--- src/rtl/fifo_sync_param.sv ---
// Single-clock parametrised FIFO with occupancy count, threshold flags,
// write-through-when-full on a simultaneous read, and sticky error flags.
module fifo_sync_param #(
  parameter int unsigned WIDTH     = 16,
  parameter int unsigned ADDR_W    = 2,
  parameter int unsigned AFULL_TH  = 3,
  parameter int unsigned AEMPTY_TH = 1
) (
  input  logic              clk,
  input  logic              rstn,
  input  logic [WIDTH-1:0]  din,
  input  logic              writep,
  input  logic              readp,
  input  logic              clr_err,
  output logic [WIDTH-1:0]  dout,
  output logic [ADDR_W:0]   count,
  output logic              emptyp,
  output logic              fullp,
  output logic              almost_emptyp,
  output logic              almost_fullp,
  output logic              ovf,
  output logic              udf
);

  localparam int unsigned DEPTH = 2 ** ADDR_W;
  localparam int unsigned CW    = ADDR_W + 1;
  localparam logic [CW-1:0] DEPTH_V  = CW'(DEPTH);
  localparam logic [CW-1:0] AFULL_V  = CW'(AFULL_TH);
  localparam logic [CW-1:0] AEMPTY_V = CW'(AEMPTY_TH);

  logic [WIDTH-1:0]  mem [DEPTH];
  logic [ADDR_W-1:0] head;
  logic [ADDR_W-1:0] tail;
  logic              rd_en;
  logic              wr_en;

  // Request qualification; a write when full only goes through alongside a read
  always_comb begin
    rd_en = readp & ~emptyp;
    wr_en = writep & (~fullp | readp);
  end

  // Status flags decoded from the registered occupancy count
  always_comb begin
    emptyp        = (count == '0);
    fullp         = (count == DEPTH_V);
    almost_emptyp = (count <= AEMPTY_V);
    almost_fullp  = (count >= AFULL_V);
  end

  // Storage array, intentionally not reset
  always_ff @(posedge clk) begin
    if (wr_en) mem[head] <= din;
  end

  // Pointers, count and read data register
  always_ff @(posedge clk or negedge rstn) begin
    if (!rstn) begin
      head  <= '0;
      tail  <= '0;
      count <= '0;
      dout  <= '0;
    end else begin
      if (wr_en) head <= head + ADDR_W'(1);
      if (rd_en) begin
        tail <= tail + ADDR_W'(1);
        dout <= mem[tail];
      end
      case ({wr_en, rd_en})
        2'b10:   count <= count + CW'(1);
        2'b01:   count <= count - CW'(1);
        default: count <= count;
      endcase
    end
  end

  // Sticky error flags; a fresh error outranks a coincident clear
  always_ff @(posedge clk or negedge rstn) begin
    if (!rstn) begin
      ovf <= 1'b0;
      udf <= 1'b0;
    end else begin
      ovf <= (writep & ~wr_en) | (ovf & ~clr_err);
      udf <= (readp & ~rd_en) | (udf & ~clr_err);
    end
  end

endmodule
--- config.mk ---
export PLATFORM = sky130hd
export DESIGN_NAME = fifo_sync_param
export DESIGN_NICKNAME = d
export VERILOG_FILES = /design/src/rtl/fifo_sync_param.sv
export SDC_FILE = /design/constraint.sdc
export NUM_CORES = 1
export LEC_CHECK = 0
export ABC_AREA = 1
export BUFFER_PORTS_ARGS = -buffer_cell sky130_fd_sc_hd__buf_2
export CORE_UTILIZATION = 45
export CTS_BUF_LIST = sky130_fd_sc_hd__clkbuf_2 sky130_fd_sc_hd__clkbuf_4 sky130_fd_sc_hd__clkbuf_8
export DETAILED_ROUTE_END_ITERATION = 6
export GPL_ROUTABILITY_DRIVEN = 0
export HOLD_SLACK_MARGIN = 0.05
export SLEW_MARGIN = 20
export SYNTH_ARGS = -nofsm -noshare
export SYNTH_HDL_FRONTEND = slang
export SYNTH_SLANG_ARGS = --single-unit
--- constraint.sdc ---
create_clock -name clk -period 2.45 [get_ports clk]
set_input_delay 0.1225 -clock clk [delete_from_list [all_inputs] [get_ports clk]]
set_output_delay 0.1225 -clock clk [all_outputs]
set_load 0.05 [all_outputs]
==> run_results.csv, run 1 <==
group,metric,value,unit
sta,finalMaxSlewViolations,0,
sta,layout_setup_ws,0.500,ns
global_route,grt_pass1_wl,11.5,mm
global_route,antenna_found_initial,0,
global_route,overflow,0,
setup_path,r2r_start,"count[0]",
setup_path,endpoint,"count[2]",
die,die_w,95.5,um
clock_network,postCtsSetupRepairBufs,0,
run,max-cap-violations,0,
sta,fin_worst_skew,0.0102,ns
setup_path,endpoint_kind,"register",
logic_synthesis,synth_top_area_share,48.9,%
setup_path,path_max_fanout,19,
route,drt_iter0_markers,88,
hold_path,hp-class,"primary input to register",
clock_network,numCtsBuffers,9,
power_and_ir_drop,combPwrFrac,42.1,%
die,die-area,0.00912,mm^2
hold_path,holdPathStages,3,
logic_synthesis,synthTopCellsByArea,"edfxtp_1 (49%), dfrtp_1 (16%), nand2_1 (13%)",
setup_path,slowest_delay,0.44,ns
logic_synthesis,ys_seq_area_share,64.8,%
die,die_h,95.5,um
setup_path,worst_r2r_endpoint,"count[2]",
power_and_ir_drop,clock_power_share,19.1,%
setup_path,r2r_slack,0.50,ns
finish,num_antenna_cells,0,
sta,rsz0062_at_grt,"no",
status,status,"completed",
die,rows,33,
clock_network,post_cts_resized,0,
finish,syn2layout_area_growth,18.0,%
clock_network,cts_root_buffer,"clkbuf_8",
logic_synthesis,ys_warn_count,0,
sta,final-hold-violation-count,0,
clock_network,tritoncts,"yes",
setup_path,r2r_cells,11,
sta,setup_violations,0,
logic_synthesis,syn-num-nets,422,
setup_path,worst_path_max_delay_cell,"dfrtp_1",
power_and_ir_drop,p_seq_share,38.8,%
route,vias,2551,
power_and_ir_drop,switchingPower,2430,uW
power_and_ir_drop,leakage,0.00230,uW
power_and_ir_drop,internal_power,3270,uW
route,vias_per_cell,4.48,
place,dp_hpwl,4.40,mm
route,avgRoutedWirePerCell,12.6,um
logic_synthesis,synth_area_leader_cell,"edfxtp_1",
route,drt_pass1_iterations,4,
place,dpl.cell_count,535,
logic_synthesis,syn_inst,391,
logic_synthesis,synthFlopType,"edfxtp_1",
route,drc,0,
clock_network,clk_path_buf_depth,2,
sta,slew_headroom,61.0,%
setup_path,cp.required,2.70,ns
clock_network,path_clk_slew,0.09,ns
route,wl,7.16,mm
die,start_util,47.2,%
logic_synthesis,async_flop_share,28.1,%
place,post-place-ws,0.483,ns
finish,final_util,55.7,%
global_route,grt_pass1_vias,2455,
die,pin_count,46,
finish,stdcell_count,569,
logic_synthesis,netlist_area,0.00393,mm^2
global_route,grt_max_degree,35,
clock_network,clock_latency,0.34,ns
logic_synthesis,avgSynthCellArea,10.1,um^2
logic_synthesis,synth_edf_count,64,
setup_path,path_buf_inv,4,
logic_synthesis,synth_commonest_cells,"nand2_1 (137), inv_1 (80), edfxtp_1 (64)",
logic_synthesis,ys_types,22,
setup_path,startpoint_type,"register",
clock_network,h-tree-depth,3,
sta,tightest_slew,0.584,ns
power_and_ir_drop,power_density,1230,mW/mm^2
sta,fin_tns_setup,0,ns
clock_network,cts.sinks,89,
finish,fin_nets,490,
setup_path,cp_top_family,"adder cells",
route,drt.antenna.violating_nets,0,
setup_path,startpoint,"count[0]",
setup_path,worstSetupPathType,"register to register",
sta,layout_worst_path_cycle_share,79.6,%
setup_path,crit_cells,11,
global_route,track_usage,17.4,%
setup_path,cp_common_cell,"inv_1",
power_and_ir_drop,max-vdd-ir-drop,509,uV
setup_path,crit_chain,"inv_1 > ha_1 > nand2_4 > nand2_8 > clkinv_8 > ha_1 > inv_1 > o21ai_0 > nand2_1 > nand2_1 > inv_1",
setup_path,crit_arrival,2.20,ns
finish,layout-drive-gt1-share,16.2,%
logic_synthesis,ys_ff_latch,89,
die,core_area,0.00834,mm^2
sta,finalCriticalPeriod,1.95,ns
power_and_ir_drop,swShare,42.6,%
logic_synthesis,yosysMostFrequentCell,"nand2_1",
sta,hold-worst-slack,0.0657,ns
clock_network,cts_hold_buf,18,
place,io_buffers,45,
sta,fmax,513,MHz
## final cells by class
cell class | instances | area, um^2
fillers | 754 | 3700
flip-flops and latches | 89 | 2550
multi-input cells | 206 | 967
repair buffers | 69 | 450
inverters | 84 | 328
clock buffers | 11 | 139
well taps | 105 | 131
clock inverters | 5 | 80.1
## how the worst min path moves through the flow
stage | from | to
final | writep | ovf
after global routing | writep | ovf
after CTS | writep | ovf
after detailed placement | rstn | count[0]
after global placement | rstn | dout[12]
after floorplan | rstn | count[0]
## stage by stage
| stage | power, uW | cell area, um^2 |
|---|---|---|
| detailed placement | 4660 | 4240 |
| CTS | 5770 | 4640 |
| floorplan | 4110 | 3930 |
| global placement | 4630 | 4240 |
| global route | 6110 | 4640 |
| finish | 5700 | 4640 |
## worst min-delay path, delay by kind of cell
family	cells	cell delay (ns)
buffers and inverters	1	0.10
AND/OR/NAND/NOR	1	0.07
AO/OA/AOI/OAI	1	0.07
## state kept, by name, indices dropped and copies added (netlist names)
name and count:
ovf 1, tail 2, mem 64, udf 1, dout 16, count 3
head 2
## per-layer routing
metal	up-vias	global-route usage, %	wire length (um)
met2	43	29.5	3450
li1	1331	-	-
met1	1171	22.0	3410
met3	6	3.11	220
met4	0	6.84	82
met5	-	0	0
## cell families after synthesis
logic type,share of synthesized area [%]
fa+ha+maj,3.18
xor+xnor,0.668
compound gates,1.05
buf+inv,10.7
flops,64.8
simple gates,19.7
## cell usage in the layout, fill, tap and decap left out, types with 2 or more instances in the layout
cell,Yosys,final
buf_4,4,6
a21oi_1,2,2
dlygate4sd3_1,0,18
o21ai_0,5,5
nand2_1,137,137
buf_2,6,45
inv_1,80,80
nand3_1,33,33
bufinv_16,0,2
inv_2,3,3
nand3_2,2,2
nor2_1,10,10
xnor2_1,2,2
clkbuf_8,0,9
edfxtp_1,64,64
clkbuf_4,0,2
ha_1,10,10
dfrtp_1,25,25
## power by group through the flow
stage	Combinational, uW	Sequential (uW)	Clock, uW
floorplan	1320	2790	0
global placement	2380	2240	0
detailed placement	2410	2250	0
CTS	2440	2220	1110
global route	2690	2260	1170
finish	2400	2210	1090
(Power assumes the default switching activity.)
==> inputs of run 2 (changes only) <==
ABC_AREA = 0   (was 1)
clock period = 1.8 ns   (was 2.45 ns; I/O delays follow)
==> run_results.csv, run 2 <==
group,metric,value,unit
status,status,"completed",
sta,finalMaxSlewViolations,0,
setup_path,path_buf_inv,3,
global_route,track_usage,16.1,%
finish,final_cell_mix,"edfxtp_1 (64), buf_2 (45), dfrtp_1 (23), dlygate4sd3_1 (20), mux2_2 (17)",
logic_synthesis,ys_types,24,
logic_synthesis,syn-num-nets,206,
clock_network,cts_root_buffer,"clkbuf_8",
route,vias_per_cell,4.99,
setup_path,crit_arrival,1.96,ns
logic_synthesis,synthFlopType,"edfxtp_1",
global_route,overflow,0,
finish,final_cell_area,0.00446,mm^2
sta,rsz0062_at_grt,"yes",
setup_path,startpoint_type,"register",
power_and_ir_drop,max-vdd-ir-drop,730,uV
route,drc,0,
clock_network,h-tree-depth,3,
logic_synthesis,ys_ff_latch,89,
die,start_util,47.3,%
power_and_ir_drop,internal_power,4920,uW
finish,final_util,60.2,%
power_and_ir_drop,power_density,1760,mW/mm^2
route,vias,1843,
clock_network,numCtsBuffers,9,
sta,layout_worst_path_cycle_share,96.3,%
die,die-area,0.00815,mm^2
setup_path,crit_cells,6,
global_route,antenna_found_initial,0,
sta,fmax,577,MHz
die,die_h,90.3,um
finish,largest_reg_flops,64,
setup_path,endpoint_kind,"register",
power_and_ir_drop,switchingPower,2930,uW
power_and_ir_drop,clock_power_share,18.9,%
finish,regMostFlops,"mem",
setup_path,worst_r2r_endpoint,"udf",
setup_path,cp.required,2.03,ns
sta,fin_tns_setup,0,ns
logic_synthesis,synth_area_leader_cell,"edfxtp_1",
setup_path,path_max_fanout,5,
clock_network,clk_path_buf_depth,2,
clock_network,tritoncts,"yes",
power_and_ir_drop,swShare,37.3,%
global_route,grt_max_degree,26,
route,wl,6.05,mm
route,drt_pass1_iterations,4,
logic_synthesis,avgSynthCellArea,20.0,um^2
setup_path,r2r_slack,0.07,ns
sta,fin_worst_skew,0.00603,ns
setup_path,r2r_start,"count[0]",
finish,syn2layout_area_growth,27.3,%
setup_path,endpoint,"udf",
route,drt_iter0_markers,81,
route,avgRoutedWirePerCell,16.4,um
finish,final_common_cell,"edfxtp_1",
hold_path,min_from,"clr_err",
die,die_w,90.3,um
power_and_ir_drop,combPwrFrac,42.6,%
finish,top_regs,"mem x64, dout x16, count x3",
logic_synthesis,async_flop_share,28.1,%
setup_path,cp_top_family,"buffers and inverters",
power_and_ir_drop,leakage,0.00177,uW
power_and_ir_drop,p_seq_share,38.5,%
logic_synthesis,netlist_area,0.00351,mm^2
sta,hold-worst-slack,0.0701,ns
logic_synthesis,synth_commonest_cells,"edfxtp_1 (64), dfrtp_1 (25), mux2_2 (17)",
run,max-cap-violations,0,
logic_synthesis,synth_top_area_share,54.8,%
hold_path,hp-class,"primary input to register",
die,pin_count,46,
place,postPlaceCellArea,0.00401,mm^2
clock_network,cts.sinks,89,
logic_synthesis,synthTopCellsByArea,"edfxtp_1 (55%), dfrtp_1 (18%), mux4_1 (6.0%)",
clock_network,path_clk_slew,0.08,ns
die,core_area,0.00741,mm^2
setup_path,crit_chain,"inv_2 > ha_2 > nand2b_1 > inv_1 > a22o_1 > dlygate4sd3_1",
logic_synthesis,synth_edf_count,64,
logic_synthesis,ys_seq_area_share,72.6,%
sta,finalCriticalPeriod,1.73,ns
global_route,grt_pass1_wl,9.93,mm
logic_synthesis,yosysMostFrequentCell,"edfxtp_1",
die,rows,31,
place,io_buffers,45,
setup_path,startpoint,"count[0]",
setup_path,r2r_cells,6,
logic_synthesis,ys_warn_count,0,
setup_path,slowest_delay,0.56,ns
global_route,grt_pass1_vias,1992,
finish,num_antenna_cells,0,
sta,final-hold-violation-count,0,
finish,fin_nets,296,
clock_network,clock_latency,0.34,ns
logic_synthesis,syn_inst,175,
sta,setup_violations,0,
sta,tightest_slew,0.660,ns
finish,layout-drive-gt1-share,43.7,%
route,drt.antenna.violating_nets,0,
setup_path,worstSetupPathType,"register to register",
place,dp_hpwl,4.22,mm
setup_path,worst_path_max_delay_cell,"dlygate4sd3_1",
sta,slew_headroom,56.0,%
-- run 2: cell types whose count changed in the layout (fill, tap and decap cells not counted), moves of 8 or more --
cell     delta
nand2_1   -135
inv_1      -72
nand3_1    -32
mux2_2     +17
buf_4       +9
mux4_1      +8
mux4_2      +8
-- run 2: cell type report --
class / count / area (um^2)
Clock buffer: 10 / 131
Fill cell: 578 / 2950
Tap cell: 99 / 124
Timing Repair Buffer: 84 / 618
Clock inverter: 6 / 92.6
Inverter: 11 / 41.3
Multi-Input combinational cell: 70 / 906
Sequential cell: 89 / 2550
-- run 2: through the flow --
step | worst slack, ns | total power (uW) | cells
global placement | 0.117 | 6230 | 330
finish | 0.0665 | 7860 | 369
CTS | 0.0277 | 7890 | 366
global route | -0.0208 | 8250 | 369
detailed placement | 0.0219 | 6360 | 330
floorplan | -0.0177 | 5470 | 175
-- run 2: how the worst min path moves through the flow --
| stage | end | slack, ns | depth (start not counted) |
|---|---|---|---|
| CTS | ovf | 0.06 | 3 |
| floorplan | count[0] | -0.21 | 0 |
| detailed placement | dout[2] | 0.16 | 1 |
| finish | ovf | 0.07 | 3 |
| global route | ovf | 0.05 | 3 |
| global placement | dout[2] | 0.13 | 1 |
-- run 2: metal layers --
layer | track usage, % | wire length [um]
met1 | 19.4 | 2520
met3 | 4.38 | 227
met4 | 4.84 | 95
met2 | 28.2 | 3200
met5 | 0 | 0
-- run 2: logic make-up (layout without fill, tap and decap cells) --
group	count (synthesis)	count (layout)	synth area share, %
simple gates	13	13	1.78
xor+xnor	5	5	1.25
compound gates	9	9	1.64
mux	33	33	16.6
fa+ha+maj	10	10	3.57
buf+inv	16	111	2.53
flops	89	89	72.6
-- run 2: tightest hold or removal path: cells and delay by family --
kind	cells	cell delay [ns]
AOI/OAI and AO/OA	1	0.14
buffers and inverters	2	0.15
-- run 2: power groups by stage --
stage | logic (uW) | clock network (uW) | registers, uW
2_1_floorplan | 1620 | 0 | 3850
3_3_place_gp | 3190 | 0 | 3040
3_5_place_dp | 3280 | 0 | 3080
4_1_cts | 3330 | 1520 | 3040
5_1_grt | 3550 | 1610 | 3090
6_report | 3350 | 1480 | 3030
-- run 2: timing repair --
| item | CTS | global route |
|---|---|---|
| hold endpoints to repair | 91 | 0 |
| buffers inserted | 0 | 3 |
| hold buffers | 20 | 0 |
| gates resized for setup | 1 | 2 |
| setup endpoints to repair | 1 | 2 |
==> inputs of run 3 (changes only) <==
CTS_BUF_LIST = sky130_fd_sc_hd__clkbuf_16   (was sky130_fd_sc_hd__clkbuf_2 sky130_fd_sc_hd__clkbuf_4 sky130_fd_sc_hd__clkbuf_8)
clock period = 1.7 ns   (was 1.8 ns; I/O delays follow)
==> run_results.csv, run 3 (same netlist as run 2, synthesis figures left out) <==
group,metric,value,unit
die,core_area,0.00741,mm^2
route,drt_pass1_iterations,4,
sta,tightest_slew,0.646,ns
power_and_ir_drop,power_density,1910,mW/mm^2
global_route,antenna_found_initial,0,
clock_network,clk_path_buf_depth,2,
die,pin_count,46,
sta,fin_tns_setup,0,ns
hold_path,hp-class,"primary input to register",
clock_network,tritoncts,"yes",
die,die_h,90.3,um
finish,num_antenna_cells,0,
finish,fin_nets,285,
route,drc,0,
place,dpl.cell_count,324,
die,die-area,0.00815,mm^2
clock_network,cts_root_buffer,"clkbuf_16",
route,vias_per_cell,5.11,
sta,slew_headroom,56.9,%
status,status,"completed",
clock_network,numCtsBuffers,9,
finish,final_cell_mix,"edfxtp_1 (64), buf_2 (44), dfrtp_1 (23), dlygate4sd3_1 (18), mux2_2 (17)",
place,io_buffers,45,
setup_path,path_buf_inv,2,
finish,regMostFlops,"mem",
sta,fmax,604,MHz
die,rows,31,
sta,final-hold-violation-count,0,
setup_path,crit_chain,"inv_2 > ha_4 > nand2_2 > o21a_2 > inv_1 > ha_4 > a21oi_1 > o22ai_1",
finish,syn2layout_area_growth,25.4,%
finish,stdcell_count,358,
sta,fin_worst_skew,0.00924,ns
finish,top_regs,"mem x64, dout x16, count x3",
clock_network,h-tree-depth,3,
route,drt.antenna.violating_nets,0,
sta,finalMaxSlewViolations,0,
finish,layout-drive-gt1-share,41.7,%
route,avgRoutedWirePerCell,17.1,um
setup_path,path_max_fanout,6,
finish,largest_reg_flops,64,
setup_path,crit_arrival,1.85,ns
setup_path,endpoint_kind,"register",
setup_path,cp_top_family,"compound AO/OA/AOI/OAI gates",
sta,hold-worst-slack,0.101,ns
clock_network,clock_latency,0.33,ns
die,die_w,90.3,um
run,max-cap-violations,0,
setup_path,cp_common_cell,"ha_4",
global_route,grt_pass1_vias,1933,
die,start_util,47.3,%
global_route,overflow,0,
sta,rsz0062_at_grt,"yes",
power_and_ir_drop,leakage,0.00174,uW
sta,layout_worst_path_cycle_share,97.5,%
global_route,track_usage,16.6,%
power_and_ir_drop,max-vdd-ir-drop,843,uV
global_route,grt_pass1_wl,9.94,mm
finish,final_common_cell,"edfxtp_1",
sta,finalCriticalPeriod,1.66,ns
clock_network,path_clk_slew,0.06,ns
route,drt_iter0_markers,93,
setup_path,cp.required,1.90,ns
global_route,grt_max_degree,26,
place,dp_hpwl,3.90,mm
route,vias,1828,
clock_network,cts.sinks,89,
sta,setup_violations,0,
setup_path,worst_path_max_delay_cell,"dfrtp_2",
setup_path,slowest_delay,0.41,ns
setup_path,worstSetupPathType,"register to register",
setup_path,startpoint_type,"register",
route,wl,6.12,mm
[run 3: changes by cell type in the layout (fill, tap and decap cells not counted), moves of 3 or more]
cell,previous run,this run
clkbuf_16,0,9
and2_2,4,0
clkbuf_8,9,0
inv_1,8,11
and2_4,0,4
buf_4,15,8
buf_12,4,1
[run 3: power breakdown]
group          switching [uW]  internal (uW)
logic                    2160           1340
clock network             721            962
registers                 230           2980
[run 3: worst paths after layout]
check | start | endpoint | slack (ns) | cells after the start
setup / recovery | count[0] | count[2] | 0.04 | 8
hold / removal | clr_err | udf | 0.10 | 3
setup reg to reg | count[0] | count[2] | 0.04 | 8
hold reg to reg | dout[1] | dout[1] | 0.50 | 1
max in group asynchronous | rstn | count[1] | 0.92 | 2
min in group asynchronous | rstn | ovf | 0.32 | 2
[run 3: layout make-up]
class / count / area, um^2
Fill cell: 580 / 3010
Sequential cell: 89 / 2550
Multi-Input combinational cell: 70 / 922
Timing Repair Buffer: 73 / 503
Clock buffer: 9 / 225
Tap cell: 99 / 124
Inverter: 11 / 41.3
Clock inverter: 7 / 32.5
[run 3: per-layer routing]
layer | vias to the layer above | part of all wire, % | global-route usage, % | wire length, um
li1 | 834 | - | - | -
met1 | 947 | 43 | 21.6 | 2650
met2 | 43 | 53 | 27.0 | 3230
met3 | 4 | 3.4 | 3.87 | 210
met4 | 0 | 0.54 | 6.72 | 33
met5 | - | 0 | 0 | 0
[run 3: tightest hold or removal path: cells and delay by family]
kind	cells	cell delay, ns
compound gates	1	0.14
buf+inv	2	0.16
[run 3: metrics by stage]
stage | power [uW] | setup slack, ns | utilization, % | cell area (um^2)
after floorplan | 5830 | -0.0945 | - | 3550
after global placement | 6560 | 0.0443 | 53.2 | 3940
after detailed placement | 6700 | -0.00383 | 53.2 | 3940
after CTS | 8470 | 0.0156 | 59.2 | 4380
after global routing | 8830 | -0.0157 | 59.4 | 4400
final | 8390 | 0.0432 | 59.4 | 4400
[run 3: repair_timing]
item	in CTS	in global routing
hold endpoints to repair	90	0
setup endpoints to repair	28	2
pin swaps	0	1
buffers inserted	0	0
gates resized for setup	4	5
hold buffers	18	0
